`src/rtl/mult_div_seq.sv`:
```
// Sequential 32x32 multiply / divide unit with HI/LO registers, 32 busy cycles per op.
// Define MULT_DIV_SEQ_DIVIDE_EN to build the iterative divider; otherwise divides clear HI/LO.
module mult_div_seq (
  input  logic        clk,
  input  logic        rst,
  input  logic [31:0] a,
  input  logic [31:0] b,
  input  logic [3:0]  mult_func,
  output logic [31:0] c_mult,
  output logic        pause_out
);

  localparam logic [3:0] MULT_NOTHING       = 4'd0;
  localparam logic [3:0] MULT_READ_LO       = 4'd1;
  localparam logic [3:0] MULT_READ_HI       = 4'd2;
  localparam logic [3:0] MULT_WRITE_LO      = 4'd3;
  localparam logic [3:0] MULT_WRITE_HI      = 4'd4;
  localparam logic [3:0] MULT_MULT          = 4'd5;
  localparam logic [3:0] MULT_SIGNED_MULT   = 4'd6;
  localparam logic [3:0] MULT_DIVIDE        = 4'd7;
  localparam logic [3:0] MULT_SIGNED_DIVIDE = 4'd8;

  localparam logic [0:0] STATE_IDLE = 1'b0;
  localparam logic [0:0] STATE_BUSY = 1'b1;

  logic [0:0]  state_q, state_d;
  logic [31:0] hi_q, hi_d, lo_q, lo_d;
  logic [31:0] a_q, a_d, b_q, b_d;
  logic [4:0]  cnt_q, cnt_d;
  logic        neg_q, neg_d;
  logic [63:0] acc_q, acc_d;
  logic [63:0] acc_cur, mult_step, step, mult_res;
  logic [32:0] sum;
  logic        sgn;
  logic [31:0] a_mag, b_mag;
`ifdef MULT_DIV_SEQ_DIVIDE_EN
  logic        div_q, div_d, neg_rem_q, neg_rem_d;
  logic [33:0] diff;
  logic [63:0] div_step;
`endif

  // First busy step seeds the accumulator from the latched A operand.
  assign acc_cur   = (cnt_q == '0) ? {32'b0, a_q} : acc_q;
  assign sum       = {1'b0, acc_cur[63:32]} + (acc_cur[0] ? {1'b0, b_q} : 33'b0);
  assign mult_step = {sum, acc_cur[31:1]};
  assign mult_res  = neg_q ? -step : step;

`ifdef MULT_DIV_SEQ_DIVIDE_EN
  // Restoring step: acc = {remainder, dividend/quotient bits}.
  assign diff     = {1'b0, acc_cur[63:31]} - {2'b0, b_q};
  assign div_step = diff[33] ? {acc_cur[62:0], 1'b0} : {diff[31:0], acc_cur[30:0], 1'b1};
  assign step     = div_q ? div_step : mult_step;
`else
  assign step     = mult_step;
`endif

  assign sgn   = (mult_func == MULT_SIGNED_MULT) || (mult_func == MULT_SIGNED_DIVIDE);
  assign a_mag = (sgn && a[31]) ? -a : a;
  assign b_mag = (sgn && b[31]) ? -b : b;

  always_comb begin
    state_d = state_q;
    hi_d    = hi_q;
    lo_d    = lo_q;
    cnt_d   = cnt_q;
    a_d     = a_q;
    b_d     = b_q;
    neg_d   = neg_q;
    acc_d   = acc_q;
`ifdef MULT_DIV_SEQ_DIVIDE_EN
    div_d     = div_q;
    neg_rem_d = neg_rem_q;
`endif
    if (state_q == STATE_IDLE) begin
      case (mult_func)
        MULT_WRITE_LO: lo_d = a;
        MULT_WRITE_HI: hi_d = a;
        MULT_MULT, MULT_SIGNED_MULT: begin
          state_d = STATE_BUSY;
          cnt_d   = '0;
          a_d     = a_mag;
          b_d     = b_mag;
          neg_d   = sgn & (a[31] ^ b[31]);
`ifdef MULT_DIV_SEQ_DIVIDE_EN
          div_d     = 1'b0;
          neg_rem_d = 1'b0;
`endif
        end
        MULT_DIVIDE, MULT_SIGNED_DIVIDE: begin
          if (b != '0) begin
`ifdef MULT_DIV_SEQ_DIVIDE_EN
            state_d   = STATE_BUSY;
            cnt_d     = '0;
            a_d       = a_mag;
            b_d       = b_mag;
            neg_d     = sgn & (a[31] ^ b[31]);
            div_d     = 1'b1;
            neg_rem_d = sgn & a[31];
`else
            hi_d = '0;
            lo_d = '0;
`endif
          end
        end
        default: ;
      endcase
    end else begin
      acc_d = step;
      cnt_d = cnt_q + 5'd1;
      if (cnt_q == 5'd31) begin
        state_d = STATE_IDLE;
`ifdef MULT_DIV_SEQ_DIVIDE_EN
        if (div_q) begin
          lo_d = neg_q ? -step[31:0] : step[31:0];
          hi_d = neg_rem_q ? -step[63:32] : step[63:32];
        end else begin
          {hi_d, lo_d} = mult_res;
        end
`else
        {hi_d, lo_d} = mult_res;
`endif
      end
    end
  end

  always_ff @(posedge clk) begin
    if (rst) begin
      state_q <= STATE_IDLE;
      hi_q    <= '0;
      lo_q    <= '0;
      cnt_q   <= '0;
      a_q     <= '0;
      b_q     <= '0;
      neg_q   <= 1'b0;
      acc_q   <= '0;
`ifdef MULT_DIV_SEQ_DIVIDE_EN
      div_q     <= 1'b0;
      neg_rem_q <= 1'b0;
`endif
    end else begin
      state_q <= state_d;
      hi_q    <= hi_d;
      lo_q    <= lo_d;
      cnt_q   <= cnt_d;
      a_q     <= a_d;
      b_q     <= b_d;
      neg_q   <= neg_d;
      acc_q   <= acc_d;
`ifdef MULT_DIV_SEQ_DIVIDE_EN
      div_q     <= div_d;
      neg_rem_q <= neg_rem_d;
`endif
    end
  end

  always_comb begin
    case (mult_func)
      MULT_READ_LO: c_mult = lo_q;
      MULT_READ_HI: c_mult = hi_q;
      default:      c_mult = '0;
    endcase
  end

  assign pause_out = !rst && (state_q == STATE_BUSY) && (mult_func != MULT_NOTHING);

endmodule

```
`config.mk`:
```
export PLATFORM = sky130hd
export DESIGN_NAME = mult_div_seq
export DESIGN_NICKNAME = d
export VERILOG_FILES = /design/src/rtl/mult_div_seq.sv
export SDC_FILE = /design/constraint.sdc
export NUM_CORES = 1
export LEC_CHECK = 0
export BUFFER_PORTS_ARGS = -buffer_cell sky130_fd_sc_hd__buf_2
export CAP_MARGIN = 15
export CORE_MARGIN = 2
export CORE_UTILIZATION = 45
export CTS_CLUSTER_SIZE = 12
export DETAILED_ROUTE_END_ITERATION = 16
export SYNTH_ARGS = -nofsm -noshare
export SYNTH_HDL_FRONTEND = slang
export SYNTH_SLANG_ARGS = --single-unit
```
`constraint.sdc`:
```
create_clock -name clk -period 17.4 [get_ports clk]
set_input_delay 0.87 -clock clk [delete_from_list [all_inputs] [get_ports clk]]
set_output_delay 0.87 -clock clk [all_outputs]
set_load 0.005 [all_outputs]
```
==> out/summary.txt <==
via count: 13.6k
average instance area after synthesis: 7.65 um^2
vias in the first global route: 12.7k
Synth Register Bits: 199
portion of the clock cycle consumed by the worst path in the final layout: 33.4%
number of buffers added by the clock tree synthesis step: 17
most instantiated flip-flop cell in the synthesis netlist: sky130_fd_sc_hd__dfxtp_1
number of setup violations in the final report: 0
cell area after technology mapping: 13700 um^2
Clock transition at path regs: 0.08 ns
time the final worst path needs with I/O delays and setup: 5.81 ns
detailed placement HPWL: 34.5 mm
final count of pins violating max slew: 0
relative slew slack: 29.4%
via/cell ratio: 6.17
fraction of final layout cells with drive strength greater than 1: 10.5%
Yosys warning total: 0
initial detailed-routing violation count: 1209
Total Nets Final: 1908
Worst Hold Launch: b_q[22]
Hold Vio Cnt, Final: 0
first drt pass iteration count: 6
DIE HEIGHT: 179 um
worst min-delay path class: reg2reg
Cell variety after synth: 74
type of element launching the critical path: register
final weighted congestion in routability-driven placement: 0.966
setup skew after layout: 0.0174 ns
VDD IR max: 0.0000740 V
count of flip-flops with a built-in enable after synthesis: 0
worst path required time: 17.75 ns
sink of the worst hold path: b_q[22]
maximum level of the CTS H-tree: 4
post-layout worst setup margin: 11.59 ns
Critical R2R Launch: cnt_q[0]
share of async-settable or async-resettable flops after synthesis: 0%
global-route total usage across every layer: 30.1%
register area share after synthesis: 29.0%
final-layout setup total negative slack: 0 ns
clock tree from TritonCTS: done
Power Dens Cells: 75.2 nW/um^2
worst-margin pin slew: 1.06 ns
setup repair after global routing missed its margin: false
number of instances resized during post-cts repair: 0
maximum root-to-sink buffer count: 2
peak clock frequency supported by timing: 0.172 GHz
DIE AREA: 31900 um^2
Leak Pwr: 5.64 nW
diodes inserted: 0
instance count along the most critical hold path: 2
total of buffers placed on input and output ports: 102
Post-Syn Instances: 1793
CTS Sinks: 199
pin count of the biggest net entering global routing: 116
core area: 29800 um^2
root buffer cell: sky130_fd_sc_hd__clkbuf_16
Synthesized Nets: 1902
Post-CTS Hold Buffers: 0
cell row count: 63
CP Class: reg2reg
number of max-capacitance violations reported: 0
endpoint arrival time on the critical path: 6.16 ns
Routed WL: 47.5 mm
overflow left after global routing: 0
area added between synthesis and finish: 9.13%
post-placement setup slack: 11.67 ns
worst-path maximum fanout: 38
Critical Path Sink Type: register
floorplan die width: 179 um
run status: complete, no violations
Worst Hold Margin: 0.448 ns
critical register-to-register path endpoint: hi_q[31]
worst-case register-to-register setup slack: 11.59 ns
count of cells along the worst register-to-register path: 19
worst skew pair latency: 0.47 ns
count of unresolved DRC violations after routing: 0
average wire per cell in the routed design: 21.6 um
Initial Utilization: 46.0%
top-level port count: 103
antenna violations before repair: 0
Routed Antenna Nets: 0
Post-CTS Setup Inserts: 0
first-pass GRT wire length: 73.4 mm
## cells by family (layout without fill, tap and decap cells)
group	after synthesis	in the layout	synth area share, %
muxes	64	64	4.69
DFF	199	199	29.0
adders and majority gates	39	39	3.61
xor gates and xnor gates	123	123	7.85
buffers and inverters	150	169	4.19
and+or+nand+nor	713	713	25.4
AOI/OAI and AO/OA	505	505	25.3
## synthesized netlist by cell type, types with 43 or more instances
master	count	share of area (%)
sky130_fd_sc_hd__xor2_1	74	4.7
sky130_fd_sc_hd__nand2_1	131	3.6
sky130_fd_sc_hd__a21oi_1	100	3.6
sky130_fd_sc_hd__xnor2_1	49	3.1
sky130_fd_sc_hd__and2_1	43	2.0
sky130_fd_sc_hd__nor3_1	85	3.1
sky130_fd_sc_hd__nor2_1	249	6.8
sky130_fd_sc_hd__mux2i_1	62	4.5
sky130_fd_sc_hd__o21ai_0	98	3.6
sky130_fd_sc_hd__clkbuf_1	119	3.3
sky130_fd_sc_hd__dfxtp_1	199	29
sky130_fd_sc_hd__a211oi_1	87	4.8
## routing by layer
layer	vias up	share of wire (%)	GRT usage [%]
li1	6597	-	-
met2	437	47	50.5
met4	0	4.1	12.8
met1	6470	44	38.4
met5	-	0	0
met3	86	5.3	4.41
## critical path, cell delays in order, from the launching register on
cell	delay, ns
sky130_fd_sc_hd__dfxtp_1	0.34
sky130_fd_sc_hd__inv_1	0.06
sky130_fd_sc_hd__ha_1	0.16
sky130_fd_sc_hd__nor4b_2	0.19
sky130_fd_sc_hd__buf_4	0.50
sky130_fd_sc_hd__mux2i_2	0.28
sky130_fd_sc_hd__buf_4	0.35
sky130_fd_sc_hd__nor2b_1	0.10
sky130_fd_sc_hd__ha_1	0.24
sky130_fd_sc_hd__fa_1	0.43
sky130_fd_sc_hd__a211oi_1	0.39
sky130_fd_sc_hd__o21ai_1	0.23
sky130_fd_sc_hd__or3_1	0.37
sky130_fd_sc_hd__nand3_1	0.13
sky130_fd_sc_hd__or4bb_1	0.56
sky130_fd_sc_hd__or3_1	0.56
sky130_fd_sc_hd__or2_4	0.32
sky130_fd_sc_hd__nor3_2	0.18
sky130_fd_sc_hd__mux2i_1	0.20
sky130_fd_sc_hd__a21oi_1	0.08
## sequential cells by signal (all words and copies together) (netlist names)
name / count
acc_q: 64
a_q: 32
b_q: 32
hi_q: 32
lo_q: 32
cnt_q: 5
neg_q: 1
state_q: 1
## power by group
group | switching, mW | internal [mW] | total, mW
Clock | 0.205 | 0.196 | 0.401
Combinational | 0.139 | 0.0750 | 0.214
Sequential | 0.0246 | 0.486 | 0.510
## worst max-delay path by stage
stage	start	end	slack [ns]	cells after the start
6_report	cnt_q[0]	hi_q[31]	11.59	19
5_1_grt	cnt_q[0]	hi_q[28]	11.12	19
4_1_cts	cnt_q[0]	hi_q[31]	11.63	19
3_5_place_dp	cnt_q[0]	hi_q[31]	11.67	19
3_3_place_gp	cnt_q[0]	hi_q[31]	11.74	19
2_1_floorplan	cnt_q[0]	hi_q[31]	11.31	22
## through the flow
step	utilization [%]	power [mW]	instance area, um^2	std cells
2_1_floorplan	-	0.657	13700	1793
3_5_place_dp	48.3	0.732	14400	2169
5_1_grt	50.2	1.17	15000	2202
6_report	50.2	1.13	15000	2202
3_3_place_gp	48.3	0.730	14400	2169
4_1_cts	50.2	1.13	14900	2201
## area by class of cell
class	count	area, um^2
Timing Repair Buffer	118	649
Clock inverter	12	114
Tap cell	390	488
Clock buffer	20	457
Sequential cell	199	3990
Multi-Input combinational cell	1444	9200
Inverter	19	71.3
Fill cell	2969	14800
## cells in the final DEF (no fill, tap or decap), types with 13 or more instances in the layout
cell | netlist | routed
sky130_fd_sc_hd__a211oi_1 | 87 | 87
sky130_fd_sc_hd__a21o_1 | 17 | 17
sky130_fd_sc_hd__a21oi_1 | 100 | 98
sky130_fd_sc_hd__a221oi_1 | 38 | 38
sky130_fd_sc_hd__a22o_1 | 33 | 33
sky130_fd_sc_hd__a311oi_1 | 18 | 18
sky130_fd_sc_hd__and2_1 | 43 | 42
sky130_fd_sc_hd__and3_1 | 15 | 14
sky130_fd_sc_hd__buf_2 | 3 | 101
sky130_fd_sc_hd__buf_4 | 0 | 15
sky130_fd_sc_hd__clkbuf_16 | 0 | 17
sky130_fd_sc_hd__dfxtp_1 | 199 | 197
sky130_fd_sc_hd__ha_1 | 38 | 38
sky130_fd_sc_hd__inv_1 | 18 | 18
sky130_fd_sc_hd__mux2i_1 | 62 | 61
sky130_fd_sc_hd__nand2_1 | 131 | 131
sky130_fd_sc_hd__nand2b_1 | 13 | 13
sky130_fd_sc_hd__nand3_1 | 19 | 19
sky130_fd_sc_hd__nand4_1 | 18 | 18
sky130_fd_sc_hd__nor2_1 | 249 | 248
sky130_fd_sc_hd__nor2b_1 | 36 | 36
sky130_fd_sc_hd__nor3_1 | 85 | 85
sky130_fd_sc_hd__nor4_1 | 19 | 19
sky130_fd_sc_hd__o21a_1 | 14 | 14
sky130_fd_sc_hd__o21ai_0 | 98 | 98
sky130_fd_sc_hd__o31ai_1 | 19 | 19
sky130_fd_sc_hd__or2_2 | 14 | 14
sky130_fd_sc_hd__or3_1 | 26 | 26
sky130_fd_sc_hd__or4_1 | 15 | 15
sky130_fd_sc_hd__xnor2_1 | 49 | 49
sky130_fd_sc_hd__xor2_1 | 74 | 74
No activity file was read; power rests on OpenSTA's default activity.
